`src/rtl/cpu_pkg.sv`:
```
// Shared CPU definitions: control bundle bit positions, debug FSM encoding, bubble value.
package cpu_pkg;

  localparam int CTRL_W_DEF = 20;
  localparam int LU_CNT_W   = 2;

  // Bit positions inside the packed control bundle; ALU_OP occupies [11:8].
  typedef enum int {
    REG_DST    = 0,
    ALU_SRC    = 1,
    MEM_TO_REG = 2,
    REG_WRITE  = 3,
    MEM_READ   = 4,
    MEM_WRITE  = 5,
    BRANCH     = 6,
    JUMP       = 7,
    ALU_OP_LSB = 8,
    ALU_OP_MSB = 11,
    LINK       = 12,
    SIGN_EXT   = 13
  } ctrl_bit_e;

  typedef enum logic [1:0] {
    DBG_RUN  = 2'd0,
    DBG_HALT = 2'd1,
    DBG_STEP = 2'd2
  } dbg_state_e;

  localparam logic [CTRL_W_DEF-1:0] BUBBLE_CTRL = '0;

endpackage

```
`src/rtl/id_bp_match.sv`:
```
// Breakpoint slot file with per-slot PC comparators and a lowest-index-wins priority encoder.
module id_bp_match
  import cpu_pkg::*;
#(
  parameter int  NUM_BP = 4,
  parameter int  ADDR_W = 32,
  localparam int IDX_W  = (NUM_BP > 1) ? $clog2(NUM_BP) : 1
) (
  input  logic              clk,
  input  logic              rst_n,
  input  logic              wr_en,
  input  logic [IDX_W-1:0]  wr_idx,
  input  logic [ADDR_W-1:0] wr_addr,
  input  logic              wr_valid,
  input  logic [ADDR_W-1:0] match_pc,
  output logic              hit,
  output logic [IDX_W-1:0]  hit_idx
);

  logic [ADDR_W-1:0] bp_addr_q [NUM_BP];
  logic [ADDR_W-1:0] bp_addr_d [NUM_BP];
  logic [NUM_BP-1:0] bp_valid_q, bp_valid_d;

  // NOTE: every always_comb output gets a default first, otherwise a missed branch infers a latch.
  always_comb begin
    bp_addr_d  = bp_addr_q;
    bp_valid_d = bp_valid_q;
    for (int i = 0; i < NUM_BP; i++) begin
      if (wr_en && (wr_idx == IDX_W'(i))) begin
        bp_addr_d[i]  = wr_addr;
        bp_valid_d[i] = wr_valid;
      end
    end
  end

  // NOTE: non-blocking assignments in clocked blocks so every flop samples pre-edge values.
  always_ff @(posedge clk) begin
    if (!rst_n) begin
      // NOTE: the slot array is reset explicitly; stale valid bits would trigger spurious halts.
      for (int i = 0; i < NUM_BP; i++) bp_addr_q[i] <= '0;
      bp_valid_q <= '0;
    end else begin
      bp_addr_q  <= bp_addr_d;
      bp_valid_q <= bp_valid_d;
    end
  end

  // Scan downwards so the lowest matching slot is the last one written.
  always_comb begin
    hit     = 1'b0;
    hit_idx = '0;
    for (int i = NUM_BP - 1; i >= 0; i--) begin
      if (bp_valid_q[i] && (bp_addr_q[i] == match_pc)) begin
        hit     = 1'b1;
        hit_idx = IDX_W'(i);
      end
    end
  end

endmodule

```
`src/rtl/id_stage_dbg.sv`:
```
// ID->EX pipeline register with load-use hazard bubbles and a breakpoint debug FSM.
// Optional single-step support is enabled by defining ID_SINGLE_STEP_EN.
module id_stage_dbg
  import cpu_pkg::*;
#(
  parameter int  NUM_BP          = 4,
  parameter int  ADDR_W          = 32,
  parameter int  CTRL_W          = 20,
  parameter int  LOAD_USE_CYCLES = 1,
  localparam int IDX_W           = (NUM_BP > 1) ? $clog2(NUM_BP) : 1
) (
  input  logic              clk,
  input  logic              rst_n,
  input  logic [31:0]       if_id_instruction,
  input  logic [ADDR_W-1:0] if_id_pc_next,
  input  logic [CTRL_W-1:0] ctrl_in,
  input  logic              flush_id,
  input  logic              continue_sig,
  input  logic              step_sig,
  input  logic              bp_wr_en,
  input  logic [IDX_W-1:0]  bp_wr_idx,
  input  logic [ADDR_W-1:0] bp_wr_addr,
  input  logic              bp_wr_valid,
  output logic [4:0]        id_ex_rs,
  output logic [4:0]        id_ex_rt,
  output logic [4:0]        id_ex_rd,
  output logic [4:0]        id_ex_shamt,
  output logic [31:0]       id_ex_imm,
  output logic [ADDR_W-1:0] id_ex_pc_next,
  output logic [CTRL_W-1:0] id_ex_ctrl,
  output logic              stall,
  output logic              halted,
  output logic [IDX_W-1:0]  bp_hit_idx
);

  logic [4:0]          rs_q, rs_d, rt_q, rt_d, rd_q, rd_d, shamt_q, shamt_d;
  logic [31:0]         imm_q, imm_d;
  logic [ADDR_W-1:0]   pc_next_q, pc_next_d;
  logic [CTRL_W-1:0]   ctrl_q, ctrl_d;
  logic [LU_CNT_W-1:0] lu_cnt_q, lu_cnt_d;
  dbg_state_e          state_q, state_d;
  logic                resume_q, resume_d;
  logic [IDX_W-1:0]    hit_idx_q, hit_idx_d;
  logic                cont_prev_q, cont_prev_d;

  logic [4:0]       if_rs, if_rt;
  logic [5:0]       unused_opcode;
  logic             bp_hit, detect, load_use, halt_cond, advance, cont_edge;
  logic [IDX_W-1:0] bp_idx;

  assign if_rs         = if_id_instruction[25:21];
  assign if_rt         = if_id_instruction[20:16];
  assign unused_opcode = if_id_instruction[31:26];

`ifdef ID_SINGLE_STEP_EN
  logic step_prev_q, step_prev_d, step_edge;
  assign step_prev_d = step_sig;
  assign step_edge   = step_sig && !step_prev_q;
`else
  logic unused_step;
  assign unused_step = step_sig;
`endif

  // Breakpoints are set on the instruction address, ID only carries PC+4.
  id_bp_match #(.NUM_BP(NUM_BP), .ADDR_W(ADDR_W)) u_bp_match (
    .clk      (clk),
    .rst_n    (rst_n),
    .wr_en    (bp_wr_en),
    .wr_idx   (bp_wr_idx),
    .wr_addr  (bp_wr_addr),
    .wr_valid (bp_wr_valid),
    .match_pc (if_id_pc_next - ADDR_W'(4)),
    .hit      (bp_hit),
    .hit_idx  (bp_idx)
  );

  always_comb begin
    cont_prev_d = continue_sig;
    cont_edge   = continue_sig && !cont_prev_q;
    detect      = ctrl_q[MEM_TO_REG] && (rt_q != 5'd0) && ((rt_q == if_rs) || (rt_q == if_rt));
    load_use    = detect || (lu_cnt_q != '0);

    // Hazard counter keeps running through a flush but is never loaded by one.
    lu_cnt_d = (lu_cnt_q != '0) ? lu_cnt_q - LU_CNT_W'(1) : '0;
    if (!flush_id && detect) lu_cnt_d = LU_CNT_W'(LOAD_USE_CYCLES - 1);

    state_d   = state_q;
    resume_d  = resume_q;
    hit_idx_d = hit_idx_q;
    halt_cond = 1'b0;
    case (state_q)
      DBG_RUN: begin
        if (bp_hit && !resume_q && !flush_id && !load_use) begin
          state_d   = DBG_HALT;
          hit_idx_d = bp_idx;
          halt_cond = 1'b1;
        end
      end
      DBG_HALT: begin
        halt_cond = 1'b1;
        if (cont_edge) begin
          state_d  = DBG_RUN;
          resume_d = 1'b1;
        end
`ifdef ID_SINGLE_STEP_EN
        else if (step_edge) begin
          state_d = DBG_STEP;
        end
`endif
      end
`ifdef ID_SINGLE_STEP_EN
      DBG_STEP: begin
        if (!flush_id && !load_use) state_d = DBG_HALT;
      end
`endif
      default: state_d = DBG_RUN;
    endcase

    advance = !flush_id && !load_use && !halt_cond;
    if (advance) resume_d = 1'b0;

    rs_d      = '0;
    rt_d      = '0;
    rd_d      = '0;
    shamt_d   = '0;
    imm_d     = '0;
    pc_next_d = '0;
    ctrl_d    = CTRL_W'(BUBBLE_CTRL);
    if (advance) begin
      rs_d      = if_rs;
      rt_d      = if_rt;
      rd_d      = if_id_instruction[15:11];
      shamt_d   = if_id_instruction[10:6];
      imm_d     = {{16{if_id_instruction[15]}}, if_id_instruction[15:0]};
      pc_next_d = if_id_pc_next;
      ctrl_d    = ctrl_in;
    end
  end

  always_ff @(posedge clk) begin
    if (!rst_n) begin
      rs_q        <= '0;
      rt_q        <= '0;
      rd_q        <= '0;
      shamt_q     <= '0;
      imm_q       <= '0;
      pc_next_q   <= '0;
      ctrl_q      <= '0;
      lu_cnt_q    <= '0;
      state_q     <= DBG_RUN;
      resume_q    <= 1'b0;
      hit_idx_q   <= '0;
      cont_prev_q <= 1'b0;
`ifdef ID_SINGLE_STEP_EN
      step_prev_q <= 1'b0;
`endif
    end else begin
      rs_q        <= rs_d;
      rt_q        <= rt_d;
      rd_q        <= rd_d;
      shamt_q     <= shamt_d;
      imm_q       <= imm_d;
      pc_next_q   <= pc_next_d;
      ctrl_q      <= ctrl_d;
      lu_cnt_q    <= lu_cnt_d;
      state_q     <= state_d;
      resume_q    <= resume_d;
      hit_idx_q   <= hit_idx_d;
      cont_prev_q <= cont_prev_d;
`ifdef ID_SINGLE_STEP_EN
      step_prev_q <= step_prev_d;
`endif
    end
  end

  assign id_ex_rs      = rs_q;
  assign id_ex_rt      = rt_q;
  assign id_ex_rd      = rd_q;
  assign id_ex_shamt   = shamt_q;
  assign id_ex_imm     = imm_q;
  assign id_ex_pc_next = pc_next_q;
  assign id_ex_ctrl    = ctrl_q;
  assign stall         = load_use || halt_cond;
  assign halted        = (state_q == DBG_HALT);
  assign bp_hit_idx    = hit_idx_q;

endmodule

```
`config.mk`:
```
export PLATFORM = sky130hd
export DESIGN_NAME = id_stage_dbg
export DESIGN_NICKNAME = d
export VERILOG_FILES = /design/src/rtl/cpu_pkg.sv /design/src/rtl/id_bp_match.sv /design/src/rtl/id_stage_dbg.sv
export SDC_FILE = /design/constraint.sdc
export NUM_CORES = 1
export LEC_CHECK = 0
export BUFFER_PORTS_ARGS = -buffer_cell sky130_fd_sc_hd__buf_2
export CORE_UTILIZATION = 60
export CTS_CLUSTER_DIAMETER = 30
export DETAILED_ROUTE_END_ITERATION = 10
export PLACE_DENSITY = 0.85
export SYNTH_ARGS = -nofsm -noshare
export SYNTH_HDL_FRONTEND = slang
export SYNTH_SLANG_ARGS = --single-unit
```
`constraint.sdc`:
```
create_clock -name clk -period 14.1 [get_ports clk]
set_input_delay 2.82 -clock clk [delete_from_list [all_inputs] [get_ports clk]]
set_output_delay 2.82 -clock clk [all_outputs]
set_load 0.03 [all_outputs]
```
==> results.ini, run 1 <==
[power_and_ir_drop]
max-vdd-ir-drop_mv = 0.107
p_per_area_nw_per_um2 = 127
p_seq_share_pct = 37.1
internal-power_w = 0.00128
p_sw_w = 0.000492
comb_power_share_pct = 13.6
clockPowerShare_pct = 49.3
p_leak_nw = 5.47
sw_frac_of_total_pct = 27.7

[logic_synthesis]
syn_inst = 1402
synth_compound_area_share_pct = 16.9
yosys.cell_types.count = 79
synth_top_area_share_pct = 36.8
ys_seq_elements = 217
synth_flop_cell = dfxtp_1
seq_area_frac_synth_pct = 36.8
yosys.area_share.adder_pct = 0.212
async_flop_share_pct = 0
synthMuxAreaShare_pct = 0.615
post-synth-top-count-cell = nand2_1
synth_area_um2 = 11800
synth-simple-area-share_pct = 28.5
synth_top_family_by_area = simple AND/OR/NAND/NOR gates
synth_area_leaders = dfxtp_1, nand2_1, a21boi_0, nor3b_1, xnor2_1
synth_commonest_cells = nand2_1, dfxtp_1, a21boi_0, clkbuf_1, nor3b_1
synth-edff-count = 0
synth-xor-area-share_pct = 11.1
synth_top_cell_by_area = dfxtp_1
synth_nets = 1529
synth.avg_cell_area_um2 = 8.41
yosysWarnings = 0

[floorplanning]
rows = 50
die_x_um = 142
initial_core_util_pct = 62.2
die_h_um = 142
core_um2 = 19000
pin_count = 233
die_area_um2 = 20200

[sta]
fin_tns_setup_ns = 0
hold_viol = 0
slew_headroom_pct = 30.1
period_needed_ns = 10.25
finalWorstSetupSlack_ns = 3.85
grt_setup_unrepaired = false
setup_viol = 0
slew_violations = 0
fin_crit_sh_pct = 72.7
clock_skew_ns = 0.0170
worst_hold_slack_ns = 0.421
fmax_ghz = 0.0976
worst_pin_slew_ns = 1.04

[min_path]
min_from = lu_cnt_q[0]
min_path_type = reg2reg

[setup_path]
cp.required_ns = 11.28
cp-start-kind = input port
crit_path_start = if_id_pc_next[7]
r2r_slack_ns = 9.75
critPathMaxFanout = 19
cpPeakStageDelay_ns = 0.80
cp_cell_sequence = buf_2 -> nor4_4 -> nand3_2 -> nor2_1 -> xnor2_1 -> a2111oi_0 -> nand4_1 -> or4_1 -> a41oi_4 -> or3_1 -> buf_2
reg2reg_from = u_bp_match.bp_addr_q[104]
path_common_cell = buf_2
slowest_stage = a2111oi_0
crit_arrival_ns = 7.43
cp-end-kind = output port
crit_type = in2out

[final_layout]
drive_gt1_share_pct = 21.2
ff_latch_area_um2 = 4340
multiInputGateArea_um2 = 6780
nets = 1676
antenna_cells = 0
area_growth_pct = 18.4
nFillCells = 1393

[clocking]
cts_sinks = 217
clkLatencyLatePin_ns = 0.52
clockRootBuffer = clkbuf_16
cts_tree = done
ctsResizeCount = 0
clk_pin_slew_worst_paths_ns = 0.05
numCtsBuffers = 38
htreeDepth = 2
hold_buffers = 0
post_cts_buffers = 0
clockBufferDepth = 3

[drt]
drc = 0
wirelength_mm = 41.7
wl_per_cell_um = 22.8
vias = 11400
dr.pass1.iters = 7
ant_nets = 0
vias_per_cell = 6.24
drtIter0Drc = 1246

[grt]
grt_pass1_wl_mm = 62.1
grt_max_degree = 80
grt_pass1_vias = 11000
gr-total-overflow = 0
grt_usage_pct = 40.8
antenna_found_initial = 1

[placed_design]
pre_cts_ws_ns = 4.12
port_buffers = 225
gp_congestion = 1.04
hpwlAfterDp_mm = 29.2

[job]
cap_violations = 0

[status]
status = finished clean

-- power by group through the flow --
stage | registers (W) | clock network (W) | logic (W)
after floorplan | 0.000691 | 0 | 0.000133
after global placement | 0.000668 | 0 | 0.000231
after detailed placement | 0.000669 | 0 | 0.000234
after CTS | 0.000657 | 0.000879 | 0.000237
after global routing | 0.000659 | 0.000908 | 0.000255
final | 0.000658 | 0.000875 | 0.000242
-- final timing paths --
kind,to,cells after the start
setup / recovery,stall,11
hold / removal,lu_cnt_q[0],1
setup reg to reg,id_ex_pc_next[2],9
hold reg to reg,lu_cnt_q[0],1
-- registers in the layout, summed over array words and instances (netlist names), 2 cells and up --
register	flops
id_ex_imm	7
id_ex_rd	5
u_bp_match.bp_valid_q	4
id_ex_shamt	4
u_bp_match.bp_addr_q	128
id_ex_rs	5
bp_hit_idx	2
id_ex_ctrl	20
id_ex_pc_next	32
lu_cnt_q	2
id_ex_rt	5
-- cell usage in the layout, fill, tap and decap left out, types with 6 or more instances in the layout --
| cell | count |
|---|---|
| nand2_1 | 303 |
| buf_2 | 225 |
| dfxtp_1 | 217 |
| a21boi_0 | 136 |
| nor3b_1 | 74 |
| xnor2_1 | 58 |
| xor2_1 | 55 |
| nor2_1 | 41 |
| clkbuf_16 | 38 |
| nor3_1 | 28 |
| o21ai_0 | 26 |
| a21oi_1 | 25 |
| nand3_1 | 24 |
| nand4_1 | 21 |
| inv_1 | 20 |
| nor4_1 | 19 |
| or4_1 | 17 |
| xnor3_1 | 14 |
| nor2b_1 | 11 |
| buf_4 | 11 |
| nand2b_1 | 10 |
| or3_1 | 10 |
| o2111ai_1 | 10 |
| o211ai_1 | 8 |
| and4_1 | 7 |
| or2_2 | 7 |
| nor4b_1 | 7 |
| and3_1 | 6 |
| clkinv_2 | 6 |
-- worst max-delay path, delay by kind of cell --
family | cells | cell delay (ns)
AO/OA/AOI/OAI | 2 | 1.08
XOR/XNOR | 1 | 0.24
buffers and inverters | 2 | 0.45
AND/OR/NAND/NOR | 6 | 2.82
-- logic make-up (layout without fill, tap and decap cells) --
| group | after synthesis | in the layout |
|---|---|---|
| multiplexers | 7 | 7 |
| adder cells (fa/ha/maj) | 2 | 2 |
| buffers and inverters | 149 | 320 |
| XOR/XNOR | 127 | 127 |
| AND/OR/NAND/NOR | 631 | 631 |
| flip-flops | 217 | 217 |
| AO/OA/AOI/OAI | 269 | 269 |
-- cell type report --
class                   instances  area share [%]
clock inverters                17            1.34
clock buffers                  47            7.41
multi-input cells            1036            48.6
inverters                      20           0.538
flip-flops and latches        217            31.1
repair buffers                236            8.66
well taps                     260            2.33
-- per-layer routing --
layer  wire (µm)  GRT usage (%)  vias to the layer above
met5           0              0                        -
met4        2200           22.2                        0
met3        3470           7.47                      154
met2       19600           67.7                      658
met1       16400           50.1                     5447
li1            -              -                     5182
-- per-stage QoR --
stage / std cells / utilization (%) / instance area [µm²] / total power [W]
CTS: 1833 / 73.6 / 14000 / 0.00177
global route: 1833 / 73.6 / 14000 / 0.00182
global placement: 1769 / 67.2 / 12700 / 0.000899
detailed placement: 1769 / 67.2 / 12700 / 0.000903
floorplan: 1402 / - / 11800 / 0.000824
finish: 1833 / 73.6 / 14000 / 0.00178
(Power assumes the default switching activity.)
==> run 2: changes to the inputs <==
--- a/config.mk
+++ b/config.mk
@@ -6,10 +6,10 @@
 export NUM_CORES = 1
 export LEC_CHECK = 0
 export BUFFER_PORTS_ARGS = -buffer_cell sky130_fd_sc_hd__buf_2
-export CORE_UTILIZATION = 60
+export CORE_UTILIZATION = 51
 export CTS_CLUSTER_DIAMETER = 30
 export DETAILED_ROUTE_END_ITERATION = 10
-export PLACE_DENSITY = 0.85
+export PLACE_DENSITY = 0.77
 export SYNTH_ARGS = -nofsm -noshare
 export SYNTH_HDL_FRONTEND = slang
 export SYNTH_SLANG_ARGS = --single-unit
==> constraint.sdc (replaced) <==
create_clock -name clk -period 9 [get_ports clk]
set_input_delay 1.8 -clock clk [delete_from_list [all_inputs] [get_ports clk]]
set_output_delay 1.8 -clock clk [all_outputs]
set_load 0.03 [all_outputs]
==> run 2 against run 1 <==
  * Clock-buffer cell count increased by 10
  * Worst setup slack got worse by 2.7 ns
  * Utilization decreased by 10 points
  * Critical path depth increased by 2
  * Global-route usage decreased by 6.4 points
  * Critical path type unchanged
  * Highest routed layer unchanged
==> results.ini, run 2 (synthesis gave the netlist of run 1 again) <==
[status]
status = finished clean  ; unchanged

[power_and_ir_drop]
p_sw_w = 0.000804  ; was 0.000492 W
max-vdd-ir-drop_mv = 0.163  ; was 0.107 mV
clockPowerShare_pct = 54.4  ; was 49.3%
internal-power_w = 0.00228  ; was 0.00128 W
comb_power_share_pct = 12.2  ; was 13.6%
finalPower_w = 0.00309  ; was 0.00178 W
p_per_area_nw_per_um2 = 215  ; was 127 nW/µm²
sw_frac_of_total_pct = 26.1  ; was 27.7%
p_seq_share_pct = 33.4  ; was 37.1%
p_leak_nw = 5.64  ; was 5.47 nW

[final_layout]
antenna_cells = 0  ; unchanged
final_common_cell = nand2_1  ; unchanged
nets = 1688  ; was 1,676
largest_register_ffs = 128  ; unchanged
area_growth_pct = 21.6  ; was 18.4%
final_cell_mix = nand2_1, buf_2, dfxtp_1, a21boi_0, nor3b_1  ; unchanged
stdcell_count = 1876  ; was 1,833
drive_gt1_share_pct = 21.9  ; was 21.2%
regMostFlops = u_bp_match.bp_addr_q  ; unchanged

[drt]
ant_nets = 0  ; unchanged
drc = 0  ; unchanged
dr.pass1.iters = 5  ; was 7
vias_per_cell = 5.96  ; was 6.24
wirelength_mm = 41.3  ; was 41.7 mm
vias = 11200  ; was 11,400
wl_per_cell_um = 22.0  ; was 22.8 µm
drtIter0Drc = 1087  ; was 1,246

[floorplanning]
initial_core_util_pct = 52.1  ; was 62.2%
core_um2 = 22600  ; was 19,000 µm²
pin_count = 233  ; unchanged
rows = 55  ; was 50
die_area_um2 = 23700  ; was 20,200 µm²
die_x_um = 154  ; was 142 µm
die_h_um = 154  ; was 142 µm

[sta]
slew_headroom_pct = 29.7  ; was 30.1%
hold_viol = 0  ; unchanged
worst_pin_slew_ns = 1.05  ; was 1.04 ns
slew_violations = 0  ; unchanged
setup_viol = 0  ; unchanged
finalWorstSetupSlack_ns = 1.10  ; was 3.85 ns
fin_tns_setup_ns = 0  ; unchanged
fin_crit_sh_pct = 87.8
clock_skew_ns = 0.0211  ; was 0.0170 ns
fmax_ghz = 0.127
period_needed_ns = 7.90
grt_setup_unrepaired = false  ; unchanged

[setup_path]
cpPeakStageDelay_ns = 0.78  ; was 0.80 ns
reg2reg_from = u_bp_match.bp_addr_q[64]  ; was u_bp_match.bp_addr_q[104]
cp.required_ns = 7.20  ; was 11.28 ns
r2r_slack_ns = 4.89  ; was 9.75 ns
path_common_cell = buf_2  ; unchanged
crit_arrival_ns = 6.10  ; was 7.43 ns
cp-end-kind = output port  ; unchanged
cp_num_buf_inv = 3  ; was 2
cp-start-kind = input port  ; unchanged
cp_cell_sequence = buf_2 -> inv_1 -> ha_1 -> or4b_1 -> nor4_4 -> and3_1 -> xor2_1 -> xnor2_1 -> o2111ai_1 -> or4_1 -> a41oi_4 -> or3_1 -> buf_2  ; was buf_2 -> nor4_4 -> nand3_2 -> nor2_1 -> xnor2_1 -> a2111oi_0 -> nand4_1 -> or4_1 -> a41oi_4 -> or3_1 -> buf_2
r2r_end = id_ex_pc_next[3]  ; was id_ex_pc_next[2]
r2r.worst_path.cells = 10  ; was 9
slowest_stage = nor4_4  ; was a2111oi_0
crit_family = simple AND/OR/NAND/NOR gates  ; unchanged
critPathMaxFanout = 11  ; was 19
crit_type = in2out  ; unchanged

[clocking]
numCtsBuffers = 46  ; was 38
cts_tree = done  ; unchanged
clockBufferDepth = 3  ; unchanged
clk_pin_slew_worst_paths_ns = 0.04  ; was 0.05 ns
ctsResizeCount = 0  ; unchanged
cts_sinks = 217  ; unchanged
hold_buffers = 0  ; unchanged
clkLatencyLatePin_ns = 0.54  ; was 0.52 ns
clockRootBuffer = clkbuf_16  ; unchanged
htreeDepth = 2  ; unchanged
post_cts_buffers = 0  ; unchanged

[job]
cap_violations = 0  ; unchanged

[placed_design]
hpwlAfterDp_mm = 28.9  ; was 29.2 mm
gp_congestion = 0.992  ; was 1.04
port_buffers = 225  ; unchanged
dp_cells = 1798  ; was 1,769
pre_cts_ws_ns = 1.17  ; was 4.12 ns

[grt]
grt_pass1_wl_mm = 62.1  ; about the same
grt_pass1_vias = 10500  ; was 11,000
gr-total-overflow = 0  ; unchanged
antenna_found_initial = 0  ; was 1
grt_max_degree = 81  ; was 80
grt_usage_pct = 34.4  ; was 40.8%

[min_path]
worstHoldEndpoint = lu_cnt_q[0]  ; unchanged
min_from = lu_cnt_q[0]  ; unchanged
min_path_type = reg2reg  ; unchanged
whs_path_depth = 1  ; unchanged

run 2: worst reg2reg max path, delay by kind of cell (launching register included):
kind	cells	cell delay, ns
AO/OA/AOI/OAI	2	0.46
flip-flops	1	0.32
AND/OR/NAND/NOR	6	2.19
XOR/XNOR	1	0.26
buffers and inverters	1	0.70
run 2: through the flow:
| step | util [%] | instance area (µm²) | hold slack, ns |
|---|---|---|---|
| global placement | 56.5 | 12800 | 0.405 |
| global route | 63.3 | 14300 | 0.438 |
| CTS | 63.3 | 14300 | 0.410 |
| floorplan | - | 11800 | 0.393 |
| detailed placement | 56.5 | 12800 | 0.404 |
| finish | 63.3 | 14300 | 0.409 |
run 2: metal layers:
layer	vias to the layer above	wire length [µm]	track usage, %	part of all wire, %
li1	5200	-	-	-
met1	5316	16800	43.4	41
met2	554	19300	56.3	47
met3	118	3380	6.37	8.2
met4	0	1880	17.4	4.6
met5	-	0	0	0
run 2: how the worst max path moves through the flow:
stage          cells after the start    end              from
6_report                          13  stall  if_id_pc_next[2]
5_1_grt                           13  stall  if_id_pc_next[2]
4_1_cts                           13  stall  if_id_pc_next[2]
3_5_place_dp                      13  stall  if_id_pc_next[2]
3_3_place_gp                      13  stall  if_id_pc_next[2]
2_1_floorplan                     14  stall  if_id_pc_next[2]
run 2: power groups by stage:
stage	Combinational, W	Clock (W)	Sequential [W]
floorplan	0.000209	0	0.00108
global placement	0.000364	0	0.00105
detailed placement	0.000367	0	0.00105
CTS	0.000370	0.00170	0.00103
global route	0.000399	0.00175	0.00104
finish	0.000376	0.00168	0.00103
run 2: final cells by class:
type / instances / area (µm²)
repair buffers: 240 / 1240
clock buffers: 57 / 1240
fillers: 1972 / 8300
multi-input cells: 1036 / 6780
inverters: 20 / 75.1
flip-flops and latches: 217 / 4340
clock inverters: 21 / 300
well taps: 285 / 357
==> run 3: changes to the inputs <==
--- a/config.mk
+++ b/config.mk
@@ -6,10 +6,10 @@
 export NUM_CORES = 1
 export LEC_CHECK = 0
 export BUFFER_PORTS_ARGS = -buffer_cell sky130_fd_sc_hd__buf_2
-export CORE_UTILIZATION = 51
+export CORE_UTILIZATION = 56
 export CTS_CLUSTER_DIAMETER = 30
 export DETAILED_ROUTE_END_ITERATION = 10
-export PLACE_DENSITY = 0.77
+export PLACE_DENSITY = 0.8
 export SYNTH_ARGS = -nofsm -noshare
 export SYNTH_HDL_FRONTEND = slang
 export SYNTH_SLANG_ARGS = --single-unit
==> constraint.sdc (replaced) <==
create_clock -name clk -period 7.4 [get_ports clk]
set_input_delay 1.48 -clock clk [delete_from_list [all_inputs] [get_ports clk]]
set_output_delay 1.48 -clock clk [all_outputs]
set_load 0.03 [all_outputs]
==> run 3 against run 2 <==
  * Cell count rose by 0.21%
  * Hold slack gained 0.0022 ns
  * Register-to-register slack worse by 1.6 ns
  * Clock skew rose by 0.0049 ns
  * Worst setup slack worse by 0.70 ns
  * Flip-flop and latch count is the same
  * Power increased by 14%
  * Sequential power is 21% higher
  * Clock power grew 7%
  * Sequential share of layout area grew 0.056 points
  * Utilization grew 6.7 points
  * Largest cell class unchanged
  * Highest routed layer unchanged
==> results.ini, run 3 (synthesis gave the netlist of run 1 again) <==
[sta]
period_needed_ns = 6.99
clock_skew_ns = 0.0260  ; was 0.0211 ns
setup_viol = 0  ; unchanged
hold_viol = 0  ; unchanged
slew_headroom_pct = 35.5  ; was 29.7%
grt_setup_unrepaired = false  ; unchanged
finalWorstSetupSlack_ns = 0.406  ; was 1.10 ns
fin_crit_sh_pct = 94.5
slew_violations = 0  ; unchanged
fmax_ghz = 0.143
fin_tns_setup_ns = 0  ; unchanged
worst_pin_slew_ns = 0.968  ; was 1.05 ns

[clocking]
clockRootBuffer = clkbuf_16  ; unchanged
hold_buffers = 0  ; unchanged
numCtsBuffers = 40  ; was 46
htreeDepth = 2  ; unchanged
clkLatencyLatePin_ns = 0.53  ; was 0.54 ns
cts_tree = done  ; unchanged
clockBufferDepth = 3  ; unchanged
ctsResizeCount = 0  ; unchanged
post_cts_buffers = 0  ; unchanged
cts_sinks = 217  ; unchanged
clk_pin_slew_worst_paths_ns = 0.06  ; was 0.04 ns

[setup_path]
critPathMaxFanout = 9  ; was 11
crit_type = in2out  ; unchanged
cp-end-kind = output port  ; unchanged
r2r_slack_ns = 3.26  ; was 4.89 ns
crit_arrival_ns = 5.51  ; was 6.10 ns
reg2reg_from = u_bp_match.bp_addr_q[7]  ; was u_bp_match.bp_addr_q[64]
r2r_end = id_ex_pc_next[2]  ; was id_ex_pc_next[3]
cp-start-kind = input port  ; unchanged
r2r.worst_path.cells = 10  ; unchanged
cp.required_ns = 5.92  ; was 7.20 ns

[final_layout]
largest_register_ffs = 128  ; unchanged
final_cell_mix = nand2_1, buf_2, dfxtp_1, a21boi_0, nor3b_1  ; unchanged
final_common_cell = nand2_1  ; unchanged
stdcell_count = 1880  ; was 1,876
regMostFlops = u_bp_match.bp_addr_q  ; unchanged
area_growth_pct = 21.4  ; was 21.6%
antenna_cells = 0  ; unchanged
nFillCells = 1667  ; was 1,972
nets = 1705  ; was 1,688
drive_gt1_share_pct = 23.0  ; was 21.9%

[floorplanning]
rows = 52  ; was 55
core_um2 = 20400  ; was 22,600 µm²
pin_count = 233  ; unchanged
die_h_um = 147  ; was 154 µm
die_x_um = 147  ; was 154 µm
die_area_um2 = 21600  ; was 23,700 µm²
initial_core_util_pct = 57.7  ; was 52.1%

[power_and_ir_drop]
max-vdd-ir-drop_mv = 0.198  ; was 0.163 mV
p_per_area_nw_per_um2 = 245  ; was 215 nW/µm²
finalPower_w = 0.00351  ; was 0.00309 W
p_leak_nw = 5.67  ; was 5.64 nW

[grt]
gr-total-overflow = 0  ; unchanged
antenna_found_initial = 0  ; unchanged
grt_usage_pct = 37.7  ; was 34.4%
grt_pass1_wl_mm = 62.3  ; was 62.1 mm
grt_max_degree = 87  ; was 81
grt_pass1_vias = 10600  ; was 10,500

[min_path]
min_path_type = reg2reg  ; unchanged
worstHoldEndpoint = lu_cnt_q[0]  ; unchanged
min_from = lu_cnt_q[0]  ; unchanged
whs_path_depth = 1  ; unchanged

[placed_design]
dp_cells = 1806  ; was 1,798
gp_congestion = 1.02  ; was 0.992
hpwlAfterDp_mm = 30.0  ; was 28.9 mm
port_buffers = 225  ; unchanged
pre_cts_ws_ns = 0.396  ; was 1.17 ns

[drt]
ant_nets = 0  ; unchanged
vias = 11300  ; was 11,200
wl_per_cell_um = 22.0  ; about the same
vias_per_cell = 6.00  ; was 5.96
drtIter0Drc = 900  ; was 1,087
wirelength_mm = 41.3  ; about the same
drc = 0  ; unchanged
dr.pass1.iters = 5  ; unchanged

[status]
status = finished clean  ; unchanged

[job]
cap_violations = 0  ; unchanged

==> run 3: layout make-up <==
type	count	area (µm²)	area share, %
Multi-Input combinational cell	1036	6780	47.4
Sequential cell	217	4340	30.3
Timing Repair Buffer	263	1410	9.86
Clock buffer	50	1110	7.75
Tap cell	270	338	2.36
Clock inverter	24	254	1.77
Inverter	20	75.1	0.524
==> run 3: where the power goes <==
group / internal [W] / total, W / switching [W]
Clock: 0.00115 / 0.00180 / 0.000642
Combinational: 0.000163 / 0.000463 / 0.000300
Sequential: 0.00122 / 0.00125 / 0.0000326
==> run 3: through the flow <==
step / utilization (%) / area (µm²) / hold WS [ns]
detailed placement: 63.4 / 13000 / 0.405
finish: 70.1 / 14300 / 0.411
CTS: 70.1 / 14300 / 0.413
global placement: 63.4 / 13000 / 0.404
global route: 70.1 / 14300 / 0.427
floorplan: - / 11800 / 0.393
==> run 3: layer usage <==
| metal | vias up | GRT usage [%] | routed length (µm) |
|---|---|---|---|
| met4 | 0 | 14.6 | 1620 |
| met3 | 111 | 5.47 | 3180 |
| met2 | 540 | 61.6 | 19400 |
| met1 | 5384 | 50.0 | 17200 |
| li1 | 5241 | - | - |
| met5 | - | 0 | 0 |
==> run 3: how the worst max path moves through the flow <==
stage | to | start | slack (ns) | depth (start not counted)
after floorplan | stall | if_id_pc_next[2] | 0.80 | 14
after global placement | stall | if_id_pc_next[2] | 0.51 | 15
after detailed placement | stall | if_id_pc_next[2] | 0.40 | 15
after CTS | stall | if_id_pc_next[2] | 0.40 | 15
after global routing | stall | if_id_pc_next[16] | 0.28 | 12
final | stall | if_id_pc_next[2] | 0.41 | 15
==> run 3: worst max-delay path: stages <==
cell and delay (ns):
buf_2 0.17, inv_1 0.10, ha_1 0.26, or4b_1 0.56, buf_4 0.22, nor3b_1 0.24
nor2_1 0.14, xnor2_1 0.15, a2111oi_0 0.53, buf_4 0.21, nand4_1 0.17, or4_1 0.68
a41oi_4 0.26, or3_1 0.14, buf_2 0.20
